===== config.mk =====
export PLATFORM = sky130hd
export DESIGN_NAME = branch_hazard_ctrl
export DESIGN_NICKNAME = d
export VERILOG_FILES = /design/src/rtl/branch_hazard_ctrl.sv
export SDC_FILE = /design/constraint.sdc
export NUM_CORES = 1
export LEC_CHECK = 0
export CAP_MARGIN = 20
export CORE_MARGIN = 3
export CORE_UTILIZATION = 45
export CTS_CLUSTER_SIZE = 28
export DETAILED_ROUTE_END_ITERATION = 6
export PLACE_DENSITY = 0.77
export SYNTH_ARGS = -nofsm -noshare
export SYNTH_HDL_FRONTEND = slang
export SYNTH_SLANG_ARGS = --single-unit
export TNS_END_PERCENT = 1

===== constraint.sdc =====
create_clock -name clk -period 5.96 [get_ports clk]
set_input_delay 1.192 -clock clk [delete_from_list [all_inputs] [get_ports clk]]
set_output_delay 1.192 -clock clk [all_outputs]
set_load 0.01 [all_outputs]

===== src/rtl/branch_hazard_ctrl.sv =====
// branch_hazard_ctrl: ID-stage beq/bne hazard stalls, operand forwarding, resolve and statistics.
module branch_hazard_ctrl #(
  parameter int CNT_W = 16
) (
  input  logic             clk,
  input  logic             rst_n,
  input  logic             beq_ID,
  input  logic             bne_ID,
  input  logic [4:0]       rs_ID,
  input  logic [4:0]       rt_ID,
  input  logic             RegWrite_EX,
  input  logic             MemRead_EX,
  input  logic [4:0]       rd_EX,
  input  logic             RegWrite_MEM,
  input  logic             MemRead_MEM,
  input  logic [4:0]       rd_MEM,
  input  logic             Zero1,
  output logic             AluctrlB,
  output logic             ForwardA1,
  output logic             ForwardB1,
  output logic             stall,
  output logic             PCSrc,
  output logic             flush_IFID,
  output logic [CNT_W-1:0] branch_cnt,
  output logic [CNT_W-1:0] taken_cnt
);
  typedef enum logic {IDLE, STALL} state_t;
  state_t           state_q, state_d;
  logic [1:0]       cnt_q, cnt_d;
  logic             mode_q, mode_d;
  logic [CNT_W-1:0] branch_cnt_q, branch_cnt_d, taken_cnt_q, taken_cnt_d;
  logic             br, resolve, fwd_a, fwd_b;
  logic             ex_a, ex_b, mem_a, mem_b;
  logic [1:0]       need_a, need_b, need;

  assign br     = beq_ID | bne_ID;
  assign ex_a   = RegWrite_EX && rd_EX != 5'd0 && rd_EX == rs_ID;
  assign ex_b   = RegWrite_EX && rd_EX != 5'd0 && rd_EX == rt_ID;
  assign mem_a  = RegWrite_MEM && MemRead_MEM && rd_MEM != 5'd0 && rd_MEM == rs_ID;
  assign mem_b  = RegWrite_MEM && MemRead_MEM && rd_MEM != 5'd0 && rd_MEM == rt_ID;
  assign need_a = rs_ID == 5'd0 ? 2'd0 : ex_a ? (MemRead_EX ? 2'd2 : 2'd1) : mem_a ? 2'd1 : 2'd0;
  assign need_b = rt_ID == 5'd0 ? 2'd0 : ex_b ? (MemRead_EX ? 2'd2 : 2'd1) : mem_b ? 2'd1 : 2'd0;
  assign need   = need_a > need_b ? need_a : need_b;
  assign fwd_a  = RegWrite_MEM && !MemRead_MEM && rd_MEM != 5'd0 && rd_MEM == rs_ID;
  assign fwd_b  = RegWrite_MEM && !MemRead_MEM && rd_MEM != 5'd0 && rd_MEM == rt_ID;
  assign resolve = rst_n && ((state_q == IDLE && br && need == 2'd0) ||
                             (state_q == STALL && cnt_q == 2'd0));

  always_ff @(posedge clk) begin
    if (!rst_n) begin
      state_q      <= IDLE;
      cnt_q        <= 2'd0;
      mode_q       <= 1'b0;
      branch_cnt_q <= '0;
      taken_cnt_q  <= '0;
    end else begin
      state_q      <= state_d;
      cnt_q        <= cnt_d;
      mode_q       <= mode_d;
      branch_cnt_q <= branch_cnt_d;
      taken_cnt_q  <= taken_cnt_d;
    end
  end

  always_comb begin
    state_d      = state_q;
    cnt_d        = cnt_q;
    mode_d       = mode_q;
    branch_cnt_d = branch_cnt_q;
    taken_cnt_d  = taken_cnt_q;
    if (state_q == IDLE && br) begin
      mode_d = beq_ID;
      if (need != 2'd0) begin
        state_d = STALL;
        cnt_d   = 2'(need - 2'd1);
      end
    end else if (state_q == STALL) begin
      cnt_d   = cnt_q != 2'd0 ? 2'(cnt_q - 2'd1) : cnt_q;
      state_d = cnt_q != 2'd0 ? STALL : IDLE;
    end
    // Counters saturate at all-ones rather than wrapping.
    if (resolve) begin
      branch_cnt_d = &branch_cnt_q ? branch_cnt_q : branch_cnt_q + CNT_W'(1);
      taken_cnt_d  = (&taken_cnt_q || !Zero1) ? taken_cnt_q : taken_cnt_q + CNT_W'(1);
    end
  end

  always_comb begin
    AluctrlB   = rst_n && (state_q == STALL ? mode_q : beq_ID);
    stall      = rst_n && ((state_q == IDLE && br && need != 2'd0) ||
                           (state_q == STALL && cnt_q != 2'd0));
    PCSrc      = resolve && Zero1;
    flush_IFID = resolve && Zero1;
    ForwardA1  = resolve && fwd_a;
    ForwardB1  = resolve && fwd_b;
  end

  assign branch_cnt = branch_cnt_q;
  assign taken_cnt  = taken_cnt_q;
endmodule


==> impl_results.md, run 1 <==
* Status: finished, final reports clean
* Multi-input logic area at between 0.001 and 0.0015 mm²
* FF-to-FF Start: state_q
* Largest stage delay on the critical path at ~550 ps
* Reg power frac at 0.494
* Detailed Route Iter0 Violations at about 110
* Hold buffer count at cts at 0
* P_sw at around 0.14 mW
* Crit path cell chain: clkdlybuf4s50_1 -> or4_1 -> nor2_1 -> nor4_2 -> mux2i_1 -> inv_1 -> ha_1 -> inv_1 -> o22ai_1 -> inv_1 -> a21oi_2 -> a221oi_4 -> or2_4 -> and3_1 -> clkdlybuf4s50_1
* Combinational share of power at 0.184
* Min-Delay Path Class: reg2reg
* Net count after synthesis at 314
* # Max-Cap Violations at 0
* Pint at 0.3717 mW
* Top Ports at 67
* Worst path slowest cell: clkdlybuf4s50_1
* PwrDens at between 150 and 200 mW/mm²
* CTS clk-pin slew, worst paths at 70 ps
* Cell taking the most area after synthesis: dfxtp_1
* Min cycle time layout at 5788 ps
* Worst setup EP type: primary output
* Maximum number of pins on one net before global-route repair at 24
* Pre-CTS setup slack at around 22 ps
* Critical path class: in2out
* EDFF count, synth at 0
* I/O Buffers at between 60 and 70
* Die area at a little under 0.006 mm²
* # setup viols final at 0
* Starting Density at 0.4848
* Area post-placement at 0.002940 mm²
* CTS tree: yes
* Largest family of logic cells by synthesized area: simple AND/OR/NAND/NOR gates
* Seq cells post-synth at 36
* DRT antenna net count at 0
* P&R area growth vs syn at 38.36%
* Mean Syn Cell Area at 7.851 µm²
* Clock tree root driver cell: clkbuf_8
* Critical path launch point type: input pin
* Post-synthesis xor/xnor area fraction at 0.09562
* Crit-path max FO at 6
* Dpl cells at approximately 400
* Clk sinks at 36
* Async S/R FF share, synth at 0
* FF/Latch Area at a little over 700 µm²
* Switching share of power at 0.2708
* Drt wl/cell at roughly 14 µm
* VDD IR max at 0.0001392 V
* Die width at 75.90 µm
* CTS resizes at 0
* Final WS setup at between 150 and 200 ps
* Worst-Margin Slew at 1003 ps
* Mux share of post-synthesis cell area at 0.02277
* Final non-filler cell total at 414
* CORE AREA at approximately 0.0045 mm²
* Reg2reg end: taken_cnt[12]
* Worst Reg-to-Reg Cells at 5
* Top_reg_cell synth: dfxtp_1
* Ant diodes at 0
* Compound-Gate Fraction of Synth Area at 0.1924
* Tot GR Track Use at 0.2124
* Top cells by area, synth: dfxtp_1 33%, xor2_1 6.0%, a21oi_1 5.5%
* Die height at roughly 76 µm
* Yosys warns at 0
* Post-Syn Area at approximately 0.0022 mm²
* Crit path top cell by count: inv_1
* Hold_sp: mode_q
* CP top delay family: buffers and inverters
* Crit path required time at about 4800 ps
* First-pass GRT wire length at 9618 µm
* DRT Wirelength at ~6000 µm
* Total iterations of the first detailed-routing run at 5
* WHS Endpoint: mode_q
* CTS Buffer Depth at 2
* Max_slew headroom at 0.3296
* Crit path DAT at ~4600 ps
* Initial antenna violation count at 0
* Final HPWL DP at around 4500 µm
* Fmax at roughly 170 MHz
* Seq/Total Area, Yosys at 0.3278
* H-tree Lvls at 2
* Filler instances at about 380
* Clock share of power at 0.322
* Hold Path Depth at 2
* CTS Buf Count at 5
* Gpl congestion at about 0.9
* Final hold violations at 0
* FP Rows at 24
* Final Cell Area at slightly above 0.003 mm²
* Slew Viols, Final at 0
* Leakage at around 1.1 nW
* Layout Nets at around 380
* Area share of the largest cell type after synthesis at 0.3278
* Clk_skew at around 2.3 ps
* Vias per cell at ~5.6
* Simple-gate share of the synthesized area at 0.2937
* Post-CTS Repair Setup Buffers at 0
* Vias in the first global route at 2167
* Worst reg2reg setup slack at 3460 ps
* Final period util at 0.9711
* Unrepaired setup endpoints after global routing: true
* Area share of fa/ha/maj cells after synthesis at 0.02846
* Buffers and inverters on the worst path at 5
* Remaining global-route overflow at 0
* Insertion delay to the later sink of the worst-skew pair at slightly below 300 ps
* Via count at between 2k and 2.5k
* Cell variety after synth at 46
* Share of cells above drive strength 1 at 0.06017
* Number of remaining DRC errors at 0
* Gate Count Post-Synth at 280
-- final cells by class --
type / count / area share
clock buffer: 6 / 0.02386
clock inverter: 1 / 0.001645
timing repair buffer: 72 / 0.2336
inverter: 11 / 0.01357
multi-input combinational: 223 / 0.4636
tap: 65 / 0.02674
sequential: 36 / 0.2369
-- worst register-to-register path, delay by kind of cell, from the launching register on --
family	cells	cell delay, ps
buffers and inverters	1	220
DFF	1	450
and+or+nand+nor	3	1540
muxes	1	240
-- worst max-delay path by stage --
| stage | start | end | slack, ps | cells past startpoint |
|---|---|---|---|---|
| finish | rd_EX[1] | PCSrc | 170 | 15 |
| global route | rd_EX[1] | PCSrc | -30 | 15 |
| CTS | rd_EX[3] | PCSrc | 10 | 15 |
| detailed placement | rd_EX[3] | PCSrc | 20 | 15 |
| global placement | rd_EX[1] | PCSrc | 200 | 15 |
| floorplan | rd_EX[1] | flush_IFID | 790 | 15 |
-- cells by family after synthesis --
logic type / count (synthesis)
AND/OR/NAND/NOR: 123
AO/OA/AOI/OAI: 66
flip-flops: 36
XOR/XNOR: 24
buffers and inverters: 21
multiplexers: 5
adder cells (fa/ha/maj): 5
-- synthesized netlist by cell type, drive strengths merged (3+ instances only) --
cell / n
nor2: 18
and3: 4
dfxtp: 36
nand4: 7
ha: 5
and4: 3
a21oi: 24
xnor2: 9
buf: 5
nand3: 17
xor2: 15
o21a: 3
inv: 11
o21ai: 21
nand2b: 3
mux2i: 5
clkbuf: 5
nor4: 9
or4: 3
nor3: 8
nand2: 27
or3: 15
-- layout by cell type, fill, tap and decap left out, types with 2 or more instances in the layout --
cell type and n:
buf_4 6, nor4_2 2, and4_1 3, nor2_1 18, or3_1 15, clkdlybuf4s50_1 64, xor2_1 15, a21o_1 2
xnor2_1 9, nand3_1 17, a21oi_1 23, nor2b_1 2, ha_1 5, dlymetal6s2s_1 2, mux2i_1 5, or4_1 3
dfxtp_1 36, nand2_1 27, and2_1 2, o21ai_0 19, clkbuf_8 5, nand4_1 7, nand2b_1 3, and3_1 4
o31ai_1 2, inv_1 11, a31oi_1 2, o21a_1 3, nor4_1 7, nor3_1 8, a211oi_1 2
-- state kept, by name (all words and copies together) (netlist names) --
signal	flops
branch_cnt	16
cnt_q	2
mode_q	1
state_q	1
taken_cnt	16
-- metal layers --
layer,part of all wire,global-route usage,wire length (µm),vias up
li1,-,-,-,1158
met1,0.46,0.2733,2729,1094
met2,0.49,0.3527,2875,49
met3,0.033,0.03958,197,8
met4,0.015,0.07767,89,0
met5,0,0,0,-
-- power by group through the flow --
stage	logic, mW	registers (mW)	clock network, mW
floorplan	0.0442	0.258	0
global placement	0.0900	0.257	0
detailed placement	0.0916	0.257	0
CTS	0.0920	0.252	0.166
global route	0.102	0.253	0.174
finish	0.0935	0.252	0.164
-- through the flow --
stage	hold slack [ps]	util	setup TNS (ps)	total power [mW]
2_1_floorplan	449.1	-	0	0.3023
3_3_place_gp	459.8	0.6485	0	0.3472
3_5_place_dp	461.1	0.6485	0	0.3491
4_1_cts	472.3	0.6656	0	0.5101
5_1_grt	507.4	0.6708	-37.93	0.5287
6_report	469.4	0.6708	0	0.5097
(Power assumes the default switching activity.)
==> run 2, diff against run 1 <==
==> constraint.sdc (replaced) <==
create_clock -name clk -period 6.5 [get_ports clk]
set_input_delay 1.95 -clock clk [delete_from_list [all_inputs] [get_ports clk]]
set_output_delay 1.95 -clock clk [all_outputs]
set_load 0.01 [all_outputs]
==> impl_results.md, run 2 (synthesis results as in run 1) <==
* PwrDens at 145.3 mW/mm² (-13%)
* I/O Buffers at 66 (unchanged)
* Crit path required time at 4550 ps (-220 ps)
* H-tree Lvls at 2 (unchanged)
* CP top delay family: simple AND/OR/NAND/NOR gates
* Top Ports at 67 (unchanged)
* Clk sinks at 36 (unchanged)
* Via count at 2617 (+13%)
* WHS Endpoint: taken_cnt[9]
* FF-to-FF Start: state_q
* P&R area growth vs syn at 65.05%
* Remaining global-route overflow at 0 (unchanged)
* Drt wl/cell at 15.84 µm (+11%)
* First-pass GRT wire length at 11060 µm (+15%)
* Reg2reg end: branch_cnt[8]
* Total iterations of the first detailed-routing run at 4 (-1)
* Die width at 75.90 µm (unchanged)
* Vias per cell at 5.521 (-1.0%)
* Clk_skew at 1.899 ps (-0.4445 ps)
* Hold_sp: taken_cnt[9]
* Final HPWL DP at 4555 µm (+1.9%)
* Leakage at 1.418 nW (+33%)
* Commonest non-fill, non-tap cells in the layout: 59 x buf_4, 40 x clkdlybuf4s50_1, 36 x dfxtp_1
* Crit path DAT at 4780 ps (+180 ps)
* Tot GR Track Use at 0.2516 (+0.03923)
* Critical path class: in2out
* DRT antenna net count at 0 (unchanged)
* Hold buffer count at cts at 0 (unchanged)
* Worst hold margin at 483.1 ps (+13.72 ps)
* Share of cells above drive strength 1 at 0.2812 (+0.2210)
* Unrepaired setup endpoints after global routing: true
* Starting Density at 0.4848 (unchanged)
* Crit path cell chain: buf_6 -> or4_4 -> nor2_4 -> buf_6 -> nor4_4 -> mux2i_2 -> ha_4 -> inv_2 -> o22ai_2 -> inv_2 -> a21oi_2 -> buf_4 -> a221oi_4 -> nor2_4 -> nor4_1 -> buf_2
* CORE AREA at 0.004534 mm² (unchanged)
* Maximum number of pins on one net before global-route repair at 27 (+13%)
* CTS clk-pin slew, worst paths at 70 ps (about the same)
* CTS Buffer Depth at 2 (unchanged)
* Final WS setup at -225.5 ps (-397.7 ps)
* DRT Wirelength at 7508 µm (+27%)
* Commonest non-fill, non-tap cell in the layout: buf_4
* CTS Buf Count at 5 (unchanged)
* Clock tree root driver cell: clkbuf_8
* Hold Path Depth at 2 (unchanged)
* Worst path slowest cell: or4_4
* Worst Reg-to-Reg Cells at 4 (-1)
* Failing checks: setup timing
* Final hold violations at 0 (unchanged)
* Worst reg2reg setup slack at 3830 ps (+370 ps)
* Layout Nets at 442 (+15%)
* Gpl congestion at 0.8415 (-4.2%)
* Setup TNS at -570.2 ps (-570.2 ps)
* Critical path launch point type: input pin
* Status: finished with violations
* # setup viols final at 4 (+4)
* FP Rows at 24 (unchanged)
* Worst Setup SP: rd_EX[1]
* Final period util at 1.035
* Initial antenna violation count at 0 (unchanged)
* Worst-Margin Slew at 1191 ps (+187.7 ps)
* Min cycle time layout at just under 7000 ps
* # Max-Cap Violations at 0 (unchanged)
* Fmax at around 150 MHz
* Total power at 0.5273 mW (+3.5%)
* Detailed Route Iter0 Violations at 165 (+53%)
* CTS tree: yes
* Ant diodes at 0 (unchanged)
* Largest stage delay on the critical path at 540 ps (about the same)
* Min-Delay Path Class: reg2reg
* Die height at 75.90 µm (unchanged)
* Die area at 0.005760 mm² (unchanged)
* Vias in the first global route at 2450 (+13%)
* Slew Viols, Final at 0 (unchanged)
* Max_slew headroom at 0.2042 (-0.1254)
* Number of remaining DRC errors at 0 (unchanged)
* Crit-path max FO at 3 (-3)
* VDD IR max at 0.0001423 V (+2.2%)
* Buffers and inverters on the worst path at 6 (+1)
* Insertion delay to the later sink of the worst-skew pair at 280 ps (about the same)
* Worst setup EP type: primary output
[run 2: cell types whose count changed in the layout (fill, tap and decap cells not counted), moves of 3 or more]
cell             change
nor4_4               +3
inv_2                +3
buf_4               +53
xnor2_2              +4
buf_6               +10
dlygate4sd2_1       +10
buf_2                +7
clkdlybuf4s50_1     -24
nor2_1               -3
nor4_1               -3
xnor2_1              -5
inv_1                -3
[run 2: report_power, final]
part	switching (mW)	leakage (nW)	internal, mW
clock	0.0752	0.0455	0.0864
sequential	0.00616	0.291	0.225
combinational	0.0621	1.08	0.0723
total	0.144	1.42	0.384
[run 2: per-stage QoR]
stage                     std cells  instance area [µm²]  utilization  setup slack [ps]
after detailed placement        434                 3173       0.6998            -788.3
after CTS                       469                 3540       0.7806            -166.0
after global routing            474                 3628       0.8002            -421.4
after floorplan                 280                 2230            -            -5.907
final                           474                 3628       0.8002            -225.5
after global placement          434                 3173       0.6998            -700.5
[run 2: what timing repair did]
action,CTS,global route
resized for setup,87,15
setup endpoints to repair,5,5
pin swaps,22,12
buffers inserted,28,5
[run 2: worst max-delay path by stage]
stage          cells after the start  slack, ps          to
3_5_place_dp                      16       -790   ForwardA1
6_report                          16       -230   ForwardB1
4_1_cts                           17       -170   ForwardA1
3_3_place_gp                      16       -700   ForwardB1
5_1_grt                           15       -420   ForwardB1
2_1_floorplan                     15         -6  flush_IFID
[run 2: metal layers]
layer	vias up	GRT usage	routed length (µm)
li1	1280	-	-
met1	1223	0.2969	3047
met2	92	0.4382	3844
met3	22	0.04881	386
met4	0	0.1126	229
met5	-	0	0
[run 2: cell type report]
| class | count | area (µm²) |
|---|---|---|
| tap | 65 | 81.33 |
| timing repair buffer | 131 | 1127 |
| multi-input combinational | 223 | 1568 |
| sequential | 36 | 720.7 |
| fill | 290 | 905.9 |
| clock buffer | 8 | 90.09 |
| inverter | 11 | 41.29 |
[run 2: worst min-delay path, stage by stage (launching register included)]
cell and delay, ps:
dfxtp_1 320, nand2_1 60, mux2i_1 60
